$ cat src/rtl/add8_char_pkg.sv
// ============================================================================
// Module      : add8_char_pkg
// Description : Shared widths, FSM state encoding and saturating add helper
//               for the add8 approximate-adder characterization monitor.
// Revision    : 1.0 - initial release
// ============================================================================
`default_nettype none

package add8_char_pkg;

    localparam int c_W     = 8;
    localparam int c_CNT_W = 17;
    localparam int c_SAE_W = c_CNT_W + c_W + 1;
    localparam int c_SSE_W = c_CNT_W + 2 * (c_W + 1);

    typedef enum logic [1:0] {
        ACCUM  = 2'd0,
        DRAIN  = 2'd1,
        REPORT = 2'd2
    } state_t;

    // Returns {sum, overflow}; sum is clamped to all-ones of the given width.
    function automatic logic [64:0] sat_add(
        input logic [63:0] acc,
        input logic [63:0] inc,
        input int          width
    );
        logic [64:0] sum;
        logic [63:0] lim;
        lim = (64'd1 << width) - 64'd1;
        sum = {1'b0, acc} + {1'b0, inc};
        if (sum > {1'b0, lim}) begin
            return {lim, 1'b1};
        end
        return {sum[63:0], 1'b0};
    endfunction

endpackage

`default_nettype wire

$ cat src/rtl/add8_err_calc.sv
// ============================================================================
// Module      : add8_err_calc
// Description : Second pipeline stage: exact sum, signed error, |error| and
//               |error|^2, registered with a flushable valid.
// Revision    : 1.0 - initial release
// ============================================================================
`default_nettype none

module add8_err_calc
    import add8_char_pkg::*;
#(
    parameter int W = c_W
) (
    input  logic           clk,
    input  logic           rst,
    input  logic           flush,
    input  logic           in_valid,
    input  logic [W-1:0]   a,
    input  logic [W-1:0]   b,
    input  logic [W:0]     o,
    output logic           out_valid,
    output logic [W:0]     abs_err,
    output logic [2*W+1:0] sq_err
);

    logic [W:0]     w_exact;
    logic [W+1:0]   w_diff;
    logic [W+1:0]   w_neg;
    logic [W:0]     w_abs;
    logic [2*W+1:0] w_sq;

    logic           r_valid;
    logic [W:0]     r_abs;
    logic [2*W+1:0] r_sq;

    assign w_exact = {1'b0, a} + {1'b0, b};
    assign w_diff  = {1'b0, o} - {1'b0, w_exact};
    assign w_neg   = -w_diff;
    // |diff| never exceeds 2^(W+1)-1, so the sign bit can be dropped.
    assign w_abs   = w_diff[W+1] ? w_neg[W:0] : w_diff[W:0];
    assign w_sq    = (2*W+2)'(w_abs) * (2*W+2)'(w_abs);

    always_ff @(posedge clk) begin
        if (rst) begin
            r_valid <= 1'b0;
            r_abs   <= '0;
            r_sq    <= '0;
        end else begin
            r_valid <= in_valid & ~flush;
            if (in_valid) begin
                r_abs <= w_abs;
                r_sq  <= w_sq;
            end
        end
    end

    assign out_valid = r_valid;
    assign abs_err   = r_abs;
    assign sq_err    = r_sq;

endmodule

`default_nettype wire

$ cat src/rtl/add8_err_monitor.sv
// ============================================================================
// Module      : add8_err_monitor
// Description : Captures approximate-adder samples, accumulates saturating
//               error statistics per burst and presents one report per burst.
// Revision    : 1.0 - initial release
// ============================================================================
`default_nettype none

module add8_err_monitor
    import add8_char_pkg::*;
#(
    parameter int W     = c_W,
    parameter int CNT_W = c_CNT_W,
    parameter int SAE_W = CNT_W + W + 1,
    parameter int SSE_W = CNT_W + 2 * (W + 1)
) (
    input  logic             clk,
    input  logic             rst,
    input  logic             clr,
    input  logic             in_valid,
    output logic             in_ready,
    input  logic [W-1:0]     in_a,
    input  logic [W-1:0]     in_b,
    input  logic [W:0]       in_o,
    input  logic             in_last,
    output logic             stat_valid,
    input  logic             stat_ready,
    output logic [CNT_W-1:0] samples,
    output logic [SAE_W-1:0] sum_abs_err,
    output logic [SSE_W-1:0] sum_sq_err,
    output logic [W:0]       max_err,
    output logic [CNT_W-1:0] err_count,
    output logic             sat
);

    state_t r_state, w_state_nxt;

    logic             w_accept, w_stat_hs;
    logic             r_s1_valid;
    logic [W-1:0]     r_s1_a, r_s1_b;
    logic [W:0]       r_s1_o;
    logic             w_s2_valid;
    logic [W:0]       w_s2_abs;
    logic [2*W+1:0]   w_s2_sq;

    logic [CNT_W-1:0] r_samples, r_err_count;
    logic [SAE_W-1:0] r_sum_abs;
    logic [SSE_W-1:0] r_sum_sq;
    logic [W:0]       r_max_err;
    logic             r_sat;

    logic [64:0]      w_samples_add, w_sae_add, w_sse_add, w_errc_add;
    logic             w_any_ovf;

    always_ff @(posedge clk) begin
        if (rst) r_state <= ACCUM;
        else     r_state <= w_state_nxt;
    end

    always_comb begin
        w_state_nxt = r_state;
        in_ready    = 1'b0;
        stat_valid  = 1'b0;
        case (r_state)
            ACCUM: begin
                in_ready = ~clr & ~rst;
                if (w_accept && in_last) w_state_nxt = DRAIN;
            end
            DRAIN: begin
                if (!r_s1_valid && !w_s2_valid) w_state_nxt = REPORT;
            end
            REPORT: begin
                stat_valid = 1'b1;
                if (stat_ready) w_state_nxt = ACCUM;
            end
            default: w_state_nxt = ACCUM;
        endcase
        if (clr) w_state_nxt = ACCUM;
    end

    assign w_accept  = in_valid & in_ready;
    assign w_stat_hs = stat_valid & stat_ready;

    // S1: clr forces in_ready low, so no sample enters during a flush.
    always_ff @(posedge clk) begin
        if (rst) begin
            r_s1_valid <= 1'b0;
            r_s1_a     <= '0;
            r_s1_b     <= '0;
            r_s1_o     <= '0;
        end else begin
            r_s1_valid <= w_accept;
            if (w_accept) begin
                r_s1_a <= in_a;
                r_s1_b <= in_b;
                r_s1_o <= in_o;
            end
        end
    end

    add8_err_calc #(
        .W (W)
    ) u_calc (
        .clk       (clk),
        .rst       (rst),
        .flush     (clr),
        .in_valid  (r_s1_valid),
        .a         (r_s1_a),
        .b         (r_s1_b),
        .o         (r_s1_o),
        .out_valid (w_s2_valid),
        .abs_err   (w_s2_abs),
        .sq_err    (w_s2_sq)
    );

    assign w_samples_add = sat_add(64'(r_samples), 64'd1, CNT_W);
    assign w_sae_add     = sat_add(64'(r_sum_abs), 64'(w_s2_abs), SAE_W);
    assign w_sse_add     = sat_add(64'(r_sum_sq), 64'(w_s2_sq), SSE_W);
    assign w_errc_add    = sat_add(64'(r_err_count), {63'd0, (w_s2_abs != '0)}, CNT_W);

    // Bits above each accumulator width are zero after clamping.
    assign w_any_ovf = w_samples_add[0] | (|w_samples_add[64:CNT_W+1])
                     | w_sae_add[0]     | (|w_sae_add[64:SAE_W+1])
                     | w_sse_add[0]     | (|w_sse_add[64:SSE_W+1])
                     | w_errc_add[0]    | (|w_errc_add[64:CNT_W+1]);

    always_ff @(posedge clk) begin
        if (rst || clr || w_stat_hs) begin
            r_samples   <= '0;
            r_sum_abs   <= '0;
            r_sum_sq    <= '0;
            r_max_err   <= '0;
            r_err_count <= '0;
            r_sat       <= 1'b0;
        end else if (w_s2_valid) begin
            r_samples   <= w_samples_add[CNT_W:1];
            r_sum_abs   <= w_sae_add[SAE_W:1];
            r_sum_sq    <= w_sse_add[SSE_W:1];
            r_err_count <= w_errc_add[CNT_W:1];
            r_max_err   <= (w_s2_abs > r_max_err) ? w_s2_abs : r_max_err;
            r_sat       <= r_sat | w_any_ovf;
        end
    end

    assign samples     = r_samples;
    assign sum_abs_err = r_sum_abs;
    assign sum_sq_err  = r_sum_sq;
    assign max_err     = r_max_err;
    assign err_count   = r_err_count;
    assign sat         = r_sat;

endmodule

`default_nettype wire
$ cat config.mk
export PLATFORM = sky130hd
export DESIGN_NAME = add8_err_monitor
export DESIGN_NICKNAME = d
export VERILOG_FILES = /design/src/rtl/add8_char_pkg.sv /design/src/rtl/add8_err_calc.sv /design/src/rtl/add8_err_monitor.sv
export SDC_FILE = /design/constraint.sdc
export NUM_CORES = 1
export LEC_CHECK = 0
export BUFFER_PORTS_ARGS = -buffer_cell sky130_fd_sc_hd__buf_2
export CAP_MARGIN = 20
export CORE_MARGIN = 10
export CORE_UTILIZATION = 64
export DETAILED_ROUTE_END_ITERATION = 16
export PLACE_DENSITY = 0.87
export SYNTH_ARGS = -nofsm -noshare
export SYNTH_HDL_FRONTEND = slang
export SYNTH_SLANG_ARGS = --single-unit
export TNS_END_PERCENT = 10
$ cat constraint.sdc
create_clock -name clk -period 12 [get_ports clk]
set_input_delay 1.2 -clock clk [delete_from_list [all_inputs] [get_ports clk]]
set_output_delay 1.2 -clock clk [all_outputs]
set_load 0.02 [all_outputs]
# --- Word level (Yosys, flattened, before mapping) ---
# Cells that the tools add are included.
op_classes:
  add_sub_neg: 7
  n_reduce_logical: 15
  bitwise: 14
  mul: 1
  n_eq_ne: 5
  mux: 19
  magnitude_cmp: 5
ops:
  columns: ["operator", "count"]
  rows:
  - ["$mux 65", 8]
  - ["$reduce_or 47->1", 2]
  - ["$reduce_or 38->1", 1]
  - ["$add 35x18->36", 1]
  - ["$gt 18x17->1 const B", 2]
  - ["$gt 36x35->1 const B", 1]
  - ["$reduce_or 29->1", 1]
  - ["$add 26x9->27", 1]
  - ["$gt 27x26->1 const B", 1]
  - ["$add 17x1->18", 1]
  - ["$add 17x1->18 const B", 1]
  - ["$mul 9x9->18", 1]
  - ["$sub 9x9->10", 1]
  - ["$add 8x8->9", 1]
  - ["$gt 9x9->1", 1]
  - ["$mux 9", 1]
  - ["$neg 9->9", 1]
  - ["$reduce_bool 9->1", 1]
  - ["$or 1x1->1", 8]
  - ["$mux 1", 6]
  - ["$mux 2", 3]
  - ["$ne 2x2->1 const B", 3]
  - ["$pmux 2 s3", 1]
  - ["$and 1x1->1", 4]
  - ["10 further kinds", 14]
word_totals:
  regBits: 161
  input_bits: 31

# --- Logic depth before layout (Yosys ltp) ---
# Gate-level depths: netlist (run 1).
depth:
  depth_word: 13
  depth_mapped: 30
  ltp_nobuf: 29

# --- By module ---
# From an unflattened synthesis (run 1), not the netlist that was laid out.
unflattened:
  cells_unflattened: 1290
  area_unflattened_um2: 10802.9
by_module_without_submodules:
  columns: ["mod", "seq_area_each_um2", "cells_per_inst", "area_each_um2", "instances"]
  rows:
  - ["add8_err_monitor", 2662.6, 849, 7024.2, 1]
  - ["add8_err_calc", 520.5, 441, 3778.6, 1]

# --- Worst setup path after synthesis (run 1) ---
# No wires, ideal clock.
synth_path:
  path_kind: "flip-flop to flip-flop"
  startpoint: "register r_s1_a[0]"
  endpoint: "register u_calc.r_sq[16] (netlist: u_calc.sq_err[16])"
  t_arrival_ns: 6.969
  required_time_ns: 11.894
  setup_slack_ns: 4.925
  stages_incl_launch_ff: 28
  n_path_buf: 2
  cell_sequence: "dfxtp_1 > inv_1 > fa_1 > ha_1 > xnor2_1 > clkbuf_1 > ha_1 > nand2_1 > or3_4 > o41ai_4 > nand3_2 > and2_4 > buf_6 > or2_1 > fa_1 > inv_1 > fa_1 > inv_1 > fa_1 > fa_1 > inv_1 > ha_1 > a21boi_0 > o211ai_1 > a21oi_1 > o31ai_1 > or4b_2 > o311ai_0"
synth_between:
  elab_chain_cells: 5
synth_lines:
  columns: ["item", "line", "source"]
  rows:
  - ["from (decl)", "add8_err_monitor.sv:40", "logic [W-1:0] r_s1_a, r_s1_b;"]
  - ["from (signal assigned)", "add8_err_monitor.sv:94", "r_s1_a <= in_a;"]
  - ["$add 8x8->9 *", "add8_err_calc.sv:36", "assign w_exact = {1'b0, a} + {1'b0, b};"]
  - ["$sub 9x9->10 *", "add8_err_calc.sv:37", "assign w_diff = {1'b0, o} - {1'b0, w_exact};"]
  - ["$neg 9->9", "add8_err_calc.sv:38", "assign w_neg = -w_diff;"]
  - ["$mux 9 *", "add8_err_calc.sv:40", "assign w_abs = w_diff[W+1] ? w_neg[W:0] : w_diff[W:0];"]
  - ["$mul 9x9->18 *", "add8_err_calc.sv:41", "assign w_sq = (2*W+2)'(w_abs) * (2*W+2)'(w_abs);"]
  - ["to (signal assigned)", "add8_err_calc.sv:52", "r_sq <= w_sq;"]
  - ["to (decl)", "add8_err_calc.sv:34", "logic [2*W+1:0] r_sq;"]
# Every way passes the cells marked *; elsewhere a longest branch is shown, timed or not.
# A chain may end at the register's enable or synchronous reset.

# --- Worst setup path after layout (run 1) ---
layout_path:
  startpoint: "register r_s1_a[5]"
  endpoint: "register u_calc.r_sq[16] (netlist: u_calc.sq_err[16])"
# Same word-level chain as after synthesis.

==> results of run 1 <==
==> flip-flops by register name, indices dropped and copies added, names as in the netlist, 9 cells and up <==
name,count
sum_sq_err,35
sum_abs_err,26
err_count,17
samples,17
u_calc.sq_err,16
max_err,9
r_s1_o,9
u_calc.abs_err,9
==> synthesized netlist by cell type, drive strengths merged, types with 5 or more instances <==
library cell,instances
dfxtp,159
inv,115
a21oi,106
nand2,95
nor2,91
ha,84
o21ai,74
fa,44
nand3,43
a31oi,41
xor2,39
clkbuf,36
nor3,31
xnor2,31
a211oi,27
and3,26
mux2i,16
a21o,15
or2,14
nand4,12
o21a,12
or3,12
and2,11
and4,10
buf,10
nand2b,10
a311oi,8
a41o,6
nor2b,6
a21boi,5
o211ai,5
==> worst reg2reg max path, cell delays in order, from the launching register on <==
cell       delay, ps
dfxtp_1          330
inv_1             60
fa_1             480
ha_1             370
a21o_1           230
a2111oi_0        500
o2bb2ai_1        410
nand2b_1         190
xnor2_1          940
or2_2            290
fa_1             420
inv_1             90
fa_1             410
inv_1             70
fa_1             440
fa_1             540
inv_1             40
ha_1             320
o21ai_0          110
a21boi_0         350
o211ai_1         170
a21oi_1          200
o31ai_1          110
or4b_2           600
o311ai_0         150
==> kinds of logic (layout without fill, tap and decap cells) <==
group                      Yosys count  count (layout)  synth area share
muxes                               16              16           0.01513
DFF                                159             159            0.3007
and+or+nand+nor                    379             379            0.1796
adders and majority gates          128             128            0.1825
buffers and inverters              163             291           0.05886
AOI/OAI and AO/OA                  336             336            0.2039
xor gates and xnor gates            70              70           0.05934
==> layout by cell type (no fill, tap or decap), drive strengths merged, types with 12 or more instances in the layout <==
cell type | synthesis | final
a21oi | 106 | 106
nor2 | 91 | 91
and3 | 26 | 26
a31oi | 41 | 41
o21a | 12 | 12
a211oi | 27 | 27
or2 | 14 | 14
nand3 | 43 | 43
a21o | 15 | 15
clkbuf | 36 | 17
or3 | 12 | 12
buf | 10 | 142
xor2 | 39 | 39
nand4 | 12 | 12
ha | 84 | 84
mux2i | 16 | 16
o21ai | 74 | 74
xnor2 | 31 | 31
nand2 | 95 | 95
inv | 115 | 123
dfxtp | 159 | 159
fa | 44 | 44
nor3 | 31 | 31
==> how the worst max path moves through the flow <==
stage | cells after the start | endpoint | slack, ps
after global routing | 23 | u_calc.sq_err[16] | 3630
final | 24 | u_calc.sq_err[16] | 4060
after floorplan | 27 | u_calc.sq_err[16] | 4920
after detailed placement | 25 | u_calc.sq_err[16] | 4150
after CTS | 25 | u_calc.sq_err[16] | 4130
after global placement | 25 | u_calc.sq_err[16] | 4500
==> layer usage <==
layer  vias to the layer above  wire length, um  global-route usage
met2                       283            12890              0.3992
met1                      4552            11120              0.2772
met4                         0              759             0.09118
li1                       4658                -                   -
met5                         -                0                   0
met3                        67             1723             0.05825
==> final cells by class <==
type | count | area, um2
multi-input cells | 929 | 6793
fillers | 1170 | 4099
flip-flops and latches | 159 | 3184
repair buffers | 142 | 723.2
inverters | 117 | 439.2
clock buffers | 17 | 425.4
well taps | 216 | 270.3
clock inverters | 15 | 123.9
==> stage by stage <==
| step | hold WS [ps] | power (W) | instances |
|---|---|---|---|
| after floorplan | 436.3 | 0.002850 | 1251 |
| after global placement | 443.1 | 0.003300 | 1563 |
| after detailed placement | 447.0 | 0.003404 | 1563 |
| after CTS | 455.9 | 0.003962 | 1595 |
| after global routing | 474.9 | 0.004415 | 1595 |
| final | 455.0 | 0.003961 | 1595 |
==> power breakdown <==
| group | total (W) | switching, W | leakage [nW] | internal (W) |
|---|---|---|---|---|
| Sequential | 0.000561 | 0.0000148 | 1.28 | 0.000546 |
| Clock | 0.000516 | 0.000246 | 0.261 | 0.000270 |
| Combinational | 0.00288 | 0.00167 | 3.66 | 0.00122 |
| Total | 0.00396 | 0.00193 | 5.20 | 0.00203 |
==> flow_summary.ini, run 1 <==
[placement]
hpwl_um = 19190
placed_area_um2 = 11410
io_buffer_count = 137
place.gp.congestion = 0.9072
pre_cts_ws_ps = 4152

[logic_synthesis]
avgSynthCellArea_um2 = 8.461
seq_area_frac_synth = 0.3007
synth_edf_count = 0
yosys_warnings = 0
synth_cells = 1251
synth_top_area_share = 0.3007
ys_async_sr_fraction = 0
yosys_most_used_dff = dfxtp_1
syn-num-nets = 1410
yosysUniqueCellTypes = 80
ys_seq_elements = 159
syn_area_um2 = 10590
synth_top_cell_by_area = dfxtp_1
synthTopCellsByArea = dfxtp_1 30%, ha_1 9.9%, fa_1 8.3%

[drt]
drtIter0Drc = 583
ant_nets = 0
wl_um = 26500
dr.pass1.iters = 5
viasPerCell = 5.994
detail_route.wl_per_cell_um = 16.61
num_vias = 9560
post-route-drc-count = 0

[outcome]
status = finished clean

[timing]
fin_tns_setup_ps = 0
final.setup.worst_slack_ps = 4061
fin_crit_ps = 7939
worst_slew_pin_slew_ps = 1160
fin_crit_sh = 0.6616
rsz0062_at_grt = false
max_freq_mhz = 126.0
drv_slew = 0
hold_viol = 0
slew_headroom = 0.2214
finalSetupViolCount = 0
clock_skew_ps = 11.52

[critical_path]
crit_type = flop to flop
cp_num_buf_inv = 4
slowest_delay_ps = 940
arrival_ps = 8250
critPathTopFamily = adder cells
start_kind = flop
r2r_cells = 24
startpoint = r_s1_a[5]
cp.required_ps = 12310
crit_slowest_cell = xnor2_1
r2r_setup_slack_ps = 4060
cp_common_cell = fa_1
rr_startpoint = r_s1_a[5]
cp_max_fo = 11
critPathCaptureType = flop
path_cells = inv_1 > fa_1 > ha_1 > a21o_1 > a2111oi_0 > o2bb2ai_1 > nand2b_1 > xnor2_1 > or2_2 > fa_1 > inv_1 > fa_1 > inv_1 > fa_1 > fa_1 > inv_1 > ha_1 > o21ai_0 > a21boi_0 > o211ai_1 > a21oi_1 > o31ai_1 > or4b_2 > o311ai_0
worstReg2RegEnd = u_calc.sq_err[16]

[pwr]
ir_drop_v = 0.0005769
power.density_nw_per_um2 = 331.2
p_leak_nw = 5.202

[global_routing]
grt_max_degree = 72
grt_pass1_vias = 9150
grt_pass1_wl_um = 43370
grt_remaining_overflow = 0
antenna_found_initial = 0
grt.total_usage = 0.2344

[clock_network]
cts-resized-gates = 0
numCtsBuffers = 17
clk_latency_ps = 440
clockBufferDepth = 2
cts_max_level = 4
clock_sinks = 159
hold_buffers = 0
clk_pin_slew_ps = 70
clockRootBuffer = clkbuf_16
post_cts_buffers = 0
cts_tree = done

[layout]
antennaDiodeCount = 0
drive_gt1_frac = 0.1537
postLayoutCoreUtil = 0.7447
nets = 1525
area_growth_pct = 12.98
fin_area_um2 = 11960

[floorplanning]
rows = 46
dieArea_um2 = 22080
die_h_um = 148.6
core_area_um2 = 16060
initial_utilization = 0.6592
die_width_um = 148.6
ios = 138

[worst_hold_path]
hp-class = flop to flop
hold_depth = 2
whs_endpoint = r_s1_a[5]
hp-start = r_s1_a[5]

[flow_run]
max-cap-violations = 0
No activity file was read; power rests on OpenSTA's default activity.
==> run 2: changes to the inputs <==
--- a/config.mk
+++ b/config.mk
@@ -8,9 +8,9 @@
 export BUFFER_PORTS_ARGS = -buffer_cell sky130_fd_sc_hd__buf_2
 export CAP_MARGIN = 20
 export CORE_MARGIN = 10
-export CORE_UTILIZATION = 64
+export CORE_UTILIZATION = 53
 export DETAILED_ROUTE_END_ITERATION = 16
-export PLACE_DENSITY = 0.87
+export PLACE_DENSITY = 0.77
 export SYNTH_ARGS = -nofsm -noshare
 export SYNTH_HDL_FRONTEND = slang
 export SYNTH_SLANG_ARGS = --single-unit
==> constraint.sdc (replaced) <==
create_clock -name clk -period 6.9 [get_ports clk]
set_input_delay 0.69 -clock clk [delete_from_list [all_inputs] [get_ports clk]]
set_output_delay 0.69 -clock clk [all_outputs]
set_load 0.02 [all_outputs]
==> flow_summary.ini, run 2 (same netlist as run 1, synthesis figures left out) <==
[outcome]
status = finished clean

[pwr]
switching_share = 0.4590
seq_power_share = 0.120
power.density_nw_per_um2 = 643.0
clockPowerShare = 0.117
total_power_w = 0.008163
p_leak_nw = 5.492
internal-power_w = 0.004416
ir_drop_v = 0.001108
comb_power_share = 0.763
p_sw_w = 0.003747

[layout]
final_cell_mix = 155 x dfxtp_1, 137 x buf_2, 114 x inv_1
postLayoutCoreUtil = 0.6502
final_common_cell = dfxtp_1
largest_reg_flops = 35
nets = 1573
area_growth_pct = 19.94
fin_area_um2 = 12700
drive_gt1_frac = 0.2090

[critical_path]
r2r_cells = 29
arrival_ps = 7050
crit_type = flop to flop
worstReg2RegEnd = u_calc.sq_err[17]
slowest_delay_ps = 600
cp.required_ps = 7210
r2r_setup_slack_ps = 160
cp_max_fo = 7
critPathCaptureType = flop
rr_startpoint = r_s1_a[0]
cp_common_cell = fa_1
start_kind = flop
crit_slowest_cell = fa_1

[floorplanning]
rows = 51
core_area_um2 = 19530
initial_utilization = 0.5421
die_h_um = 161.3
die_width_um = 161.3
ios = 138
dieArea_um2 = 26020

[timing]
rsz0062_at_grt = true
clock_skew_ps = 8.046
fin_crit_ps = 6737
fin_crit_sh = 0.9764
hold_viol = 0
final.setup.worst_slack_ps = 163.0
finalSetupViolCount = 0
fin_tns_setup_ps = 0
slew_headroom = 0.3658
max_freq_mhz = 148.4
worst_slew_pin_slew_ps = 941.3
drv_slew = 0

[clock_network]
clk_latency_ps = 430
hold_buffers = 0
clk_pin_slew_ps = 70
numCtsBuffers = 17
clockBufferDepth = 2
cts_max_level = 4
cts_tree = done
clockRootBuffer = clkbuf_16
clock_sinks = 159

[drt]
dr.pass1.iters = 5
num_vias = 9658
detail_route.wl_per_cell_um = 16.29
wl_um = 27570
drtIter0Drc = 641
viasPerCell = 5.708
post-route-drc-count = 0
ant_nets = 0

[placement]
placed_area_um2 = 11760
hpwl_um = 20270
pre_cts_ws_ps = -152.6
io_buffer_count = 137
place.gp.congestion = 0.9080

[global_routing]
grt_pass1_wl_um = 45720
antenna_found_initial = 1
grt_remaining_overflow = 0
grt_pass1_vias = 9426
grt_max_degree = 72
grt.total_usage = 0.2063

[worst_hold_path]
hp-start = r_s1_a[3]
whs_endpoint = r_s1_a[3]
hp-class = flop to flop
hold_depth = 2

[flow_run]
max-cap-violations = 0
run 2: changes by cell type in the layout (fill, tap and decap cells not counted), moves of 4 or more:
| cell | before | now |
|---|---|---|
| buf_4 | 5 | 51 |
| ha_4 | 0 | 7 |
| ha_2 | 0 | 5 |
| ha_1 | 84 | 72 |
| xnor2_1 | 30 | 26 |
run 2: repair_timing:
| action | 4_1_cts | 5_1_grt |
|---|---|---|
| buffers inserted | 5 | 5 |
| gates resized for setup | 27 | 25 |
| pin swaps | 28 | 30 |
| setup endpoints to repair | 4 | 6 |
run 2: area by class of cell:
cell class / instances / area [um2]
Timing Repair Buffer: 190 / 1091
Antenna cell: 1 / 2.502
Clock inverter: 13 / 151.4
Inverter: 117 / 439.2
Tap cell: 265 / 331.6
Multi-Input combinational cell: 929 / 7063
Fill cell: 1624 / 6830
Clock buffer: 18 / 429.2
Sequential cell: 159 / 3188
run 2: worst max path at each step:
stage | slack, ps | end | cells past startpoint | from
2_1_floorplan | -1 | u_calc.sq_err[16] | 27 | r_s1_a[0]
3_5_place_dp | -150 | u_calc.sq_err[16] | 25 | r_s1_a[2]
5_1_grt | -180 | u_calc.sq_err[17] | 29 | r_s1_a[0]
3_3_place_gp | 40 | u_calc.sq_err[16] | 25 | r_s1_a[2]
4_1_cts | 2 | u_calc.sq_err[17] | 28 | r_s1_b[2]
6_report | 160 | u_calc.sq_err[17] | 29 | r_s1_a[0]
run 2: metal layers:
metal,wire length (um),track usage,vias up
met1,12130,0.2568,4633
met4,491,0.05583,0
met2,13470,0.3504,247
met5,0,0,-
met3,1471,0.04753,39
li1,-,-,4739
run 2: critical path: cells and delay by family, from the launching register on:
family	cells	cell delay [ps]
xor+xnor	1	160
flops	1	320
buf+inv	6	410
compound gates	7	1420
fa+ha+maj	7	3100
simple gates	8	1220
run 2: through the flow:
stage,hold WS [ps],cells
5_1_grt,471.6,1692
3_5_place_dp,447.0,1650
3_3_place_gp,445.6,1650
2_1_floorplan,436.3,1251
6_report,453.1,1692
4_1_cts,454.4,1686
run 2: power by group through the flow:
stage | sequential (W) | combinational [W] | clock (W)
floorplan | 0.000985 | 0.00401 | 0
global placement | 0.000995 | 0.00513 | 0
detailed placement | 0.000996 | 0.00528 | 0
CTS | 0.000975 | 0.00597 | 0.000965
global route | 0.000978 | 0.00698 | 0.000999
finish | 0.000976 | 0.00623 | 0.000955
==> run 3: changes to the inputs <==
--- a/config.mk
+++ b/config.mk
@@ -8,9 +8,10 @@
 export BUFFER_PORTS_ARGS = -buffer_cell sky130_fd_sc_hd__buf_2
 export CAP_MARGIN = 20
 export CORE_MARGIN = 10
-export CORE_UTILIZATION = 53
+export CORE_UTILIZATION = 55
+export CTS_BUF_LIST = sky130_fd_sc_hd__clkbuf_2
 export DETAILED_ROUTE_END_ITERATION = 16
-export PLACE_DENSITY = 0.77
+export PLACE_DENSITY = 0.8
 export SYNTH_ARGS = -nofsm -noshare
 export SYNTH_HDL_FRONTEND = slang
 export SYNTH_SLANG_ARGS = --single-unit
==> flow_summary.ini, run 3 (same netlist as run 1, synthesis figures left out) <==
[timing]
finalSetupViolCount = 0
max_freq_mhz = 148.4
rsz0062_at_grt = true
drv_slew = 0
fin_crit_ps = 6737
clock_skew_ps = 59.58
worst_slew_pin_slew_ps = 914.6
final.setup.worst_slack_ps = 163.0
fin_crit_sh = 0.9764
hold_viol = 0
slew_headroom = 0.3838

[layout]
final_cell_mix = 149 x dfxtp_1, 137 x buf_2, 111 x inv_1
drive_gt1_frac = 0.2260
nets = 1571
fillers = 1550
area_growth_pct = 17.46
final_common_cell = dfxtp_1
fin_area_um2 = 12430
antennaDiodeCount = 0
largest_reg_flops = 35

[critical_path]
crit_type = flop to flop
arrival_ps = 7410
r2r_cells = 27
cp.required_ps = 7570
critPathCaptureType = flop
start_kind = flop
cp_max_fo = 4

[global_routing]
grt_max_degree = 72
grt.total_usage = 0.2019
use_met2 = 0.3408
antenna_found_initial = 0
grt_remaining_overflow = 0
use_met1 = 0.2518
grt_pass1_wl_um = 44100
use_met3 = 0.04002
grt.busiest_layer = met2
grt_pass1_vias = 9348

[drt]
drtIter0Drc = 633
post-route-drc-count = 0
viasPerCell = 5.723
wl_um = 26930
detail_route.wl_per_cell_um = 15.98
ant_nets = 0
dr.pass1.iters = 5
num_vias = 9644

[placement]
place.gp.congestion = 0.8718
pre_cts_ws_ps = -34.68
placed_area_um2 = 11730
io_buffer_count = 137
hpwl_um = 19740

[clock_network]
clk_pin_slew_ps = 290
clk_latency_ps = 790
clockRootBuffer = clkbuf_2
numCtsBuffers = 17
cts_max_level = 4
hold_buffers = 0
cts_tree = done
clock_sinks = 159
clockBufferDepth = 2

[outcome]
status = finished clean

[floorplanning]
die_h_um = 158.7
rows = 50
core_area_um2 = 18830
initial_utilization = 0.5621
ios = 138
die_width_um = 158.7
dieArea_um2 = 25200

[worst_hold_path]
hold_depth = 3
hp-class = input pin to flop

[flow_run]
max-cap-violations = 0
run 3: changes by cell type in the layout (fill, tap and decap cells not counted), moves of 5 or more:
cell	before	now
clkbuf_16	17	0
clkbuf_2	0	17
clkinv_8	0	6
dfxtp_1	155	149
dfxtp_2	4	10
inv_6	6	1
run 3: per-layer routing:
layer,part of all wire,routed length [um],up-vias
met5,0,0,-
met4,0.023,616,0
met3,0.057,1532,43
met2,0.49,13100,267
met1,0.43,11690,4583
li1,-,-,4751
run 3: worst max-delay path, stage by stage (launching register included):
cell and delay [ps]:
dfxtp_2 400, inv_1 50, fa_1 590, inv_1 80, ha_2 180, o211ai_1 200, nand2_1 90, xor2_1 150
or3_4 390, o41ai_4 330, nand3_2 110, and2_4 180, or2_4 230, fa_2 540, inv_1 50, fa_1 490
inv_2 50, fa_2 570, fa_1 430, inv_2 80, ha_4 210, a21boi_4 140, o211ai_1 270, a21oi_2 110
buf_4 150, nor3_1 290, xor2_1 180, o22ai_1 90
run 3: timing repair:
item,4_1_cts,5_1_grt
setup endpoints to repair,4,6
gates cloned,0,0
buffers inserted,6,6
gates resized for setup,35,43
pin swaps,30,43
run 3: final timing paths:
check             slack [ps]                 to  startpoint
setup / recovery         160  u_calc.sq_err[14]   r_s1_b[0]
hold reg to reg          470          r_s1_a[4]   r_s1_a[4]
hold / removal           110          r_s1_a[4]     in_a[4]
setup reg to reg         160  u_calc.sq_err[14]   r_s1_b[0]
run 3: layout make-up:
| class | count | area (um2) | area share |
|---|---|---|---|
| clock buffer | 17 | 85.08 | 0.006843 |
| clock inverter | 15 | 191.4 | 0.01540 |
| inverter | 117 | 439.2 | 0.03532 |
| multi-input combinational | 929 | 7124 | 0.5730 |
| sequential | 159 | 3196 | 0.2570 |
| tap | 260 | 325.3 | 0.02616 |
| timing repair buffer | 188 | 1072 | 0.08624 |
run 3: per-stage QoR:
stage / util / TNS [ps] / cells / hold WS (ps)
3_5_place_dp: 0.6228 / -66.92 / 1641 / 447.5
3_3_place_gp: 0.6228 / 0 / 1641 / 446.0
5_1_grt: 0.6603 / -235.2 / 1685 / 59.38
6_report: 0.6603 / 0 / 1685 / 112.9
4_1_cts: 0.6480 / -2.227 / 1679 / 42.18
2_1_floorplan: - / -1.235 / 1251 / 436.3
Power of run 3 is left out: the tool's default activity adds up to more than one toggle a clock period on the data nets, which glitch-free logic cannot reach.
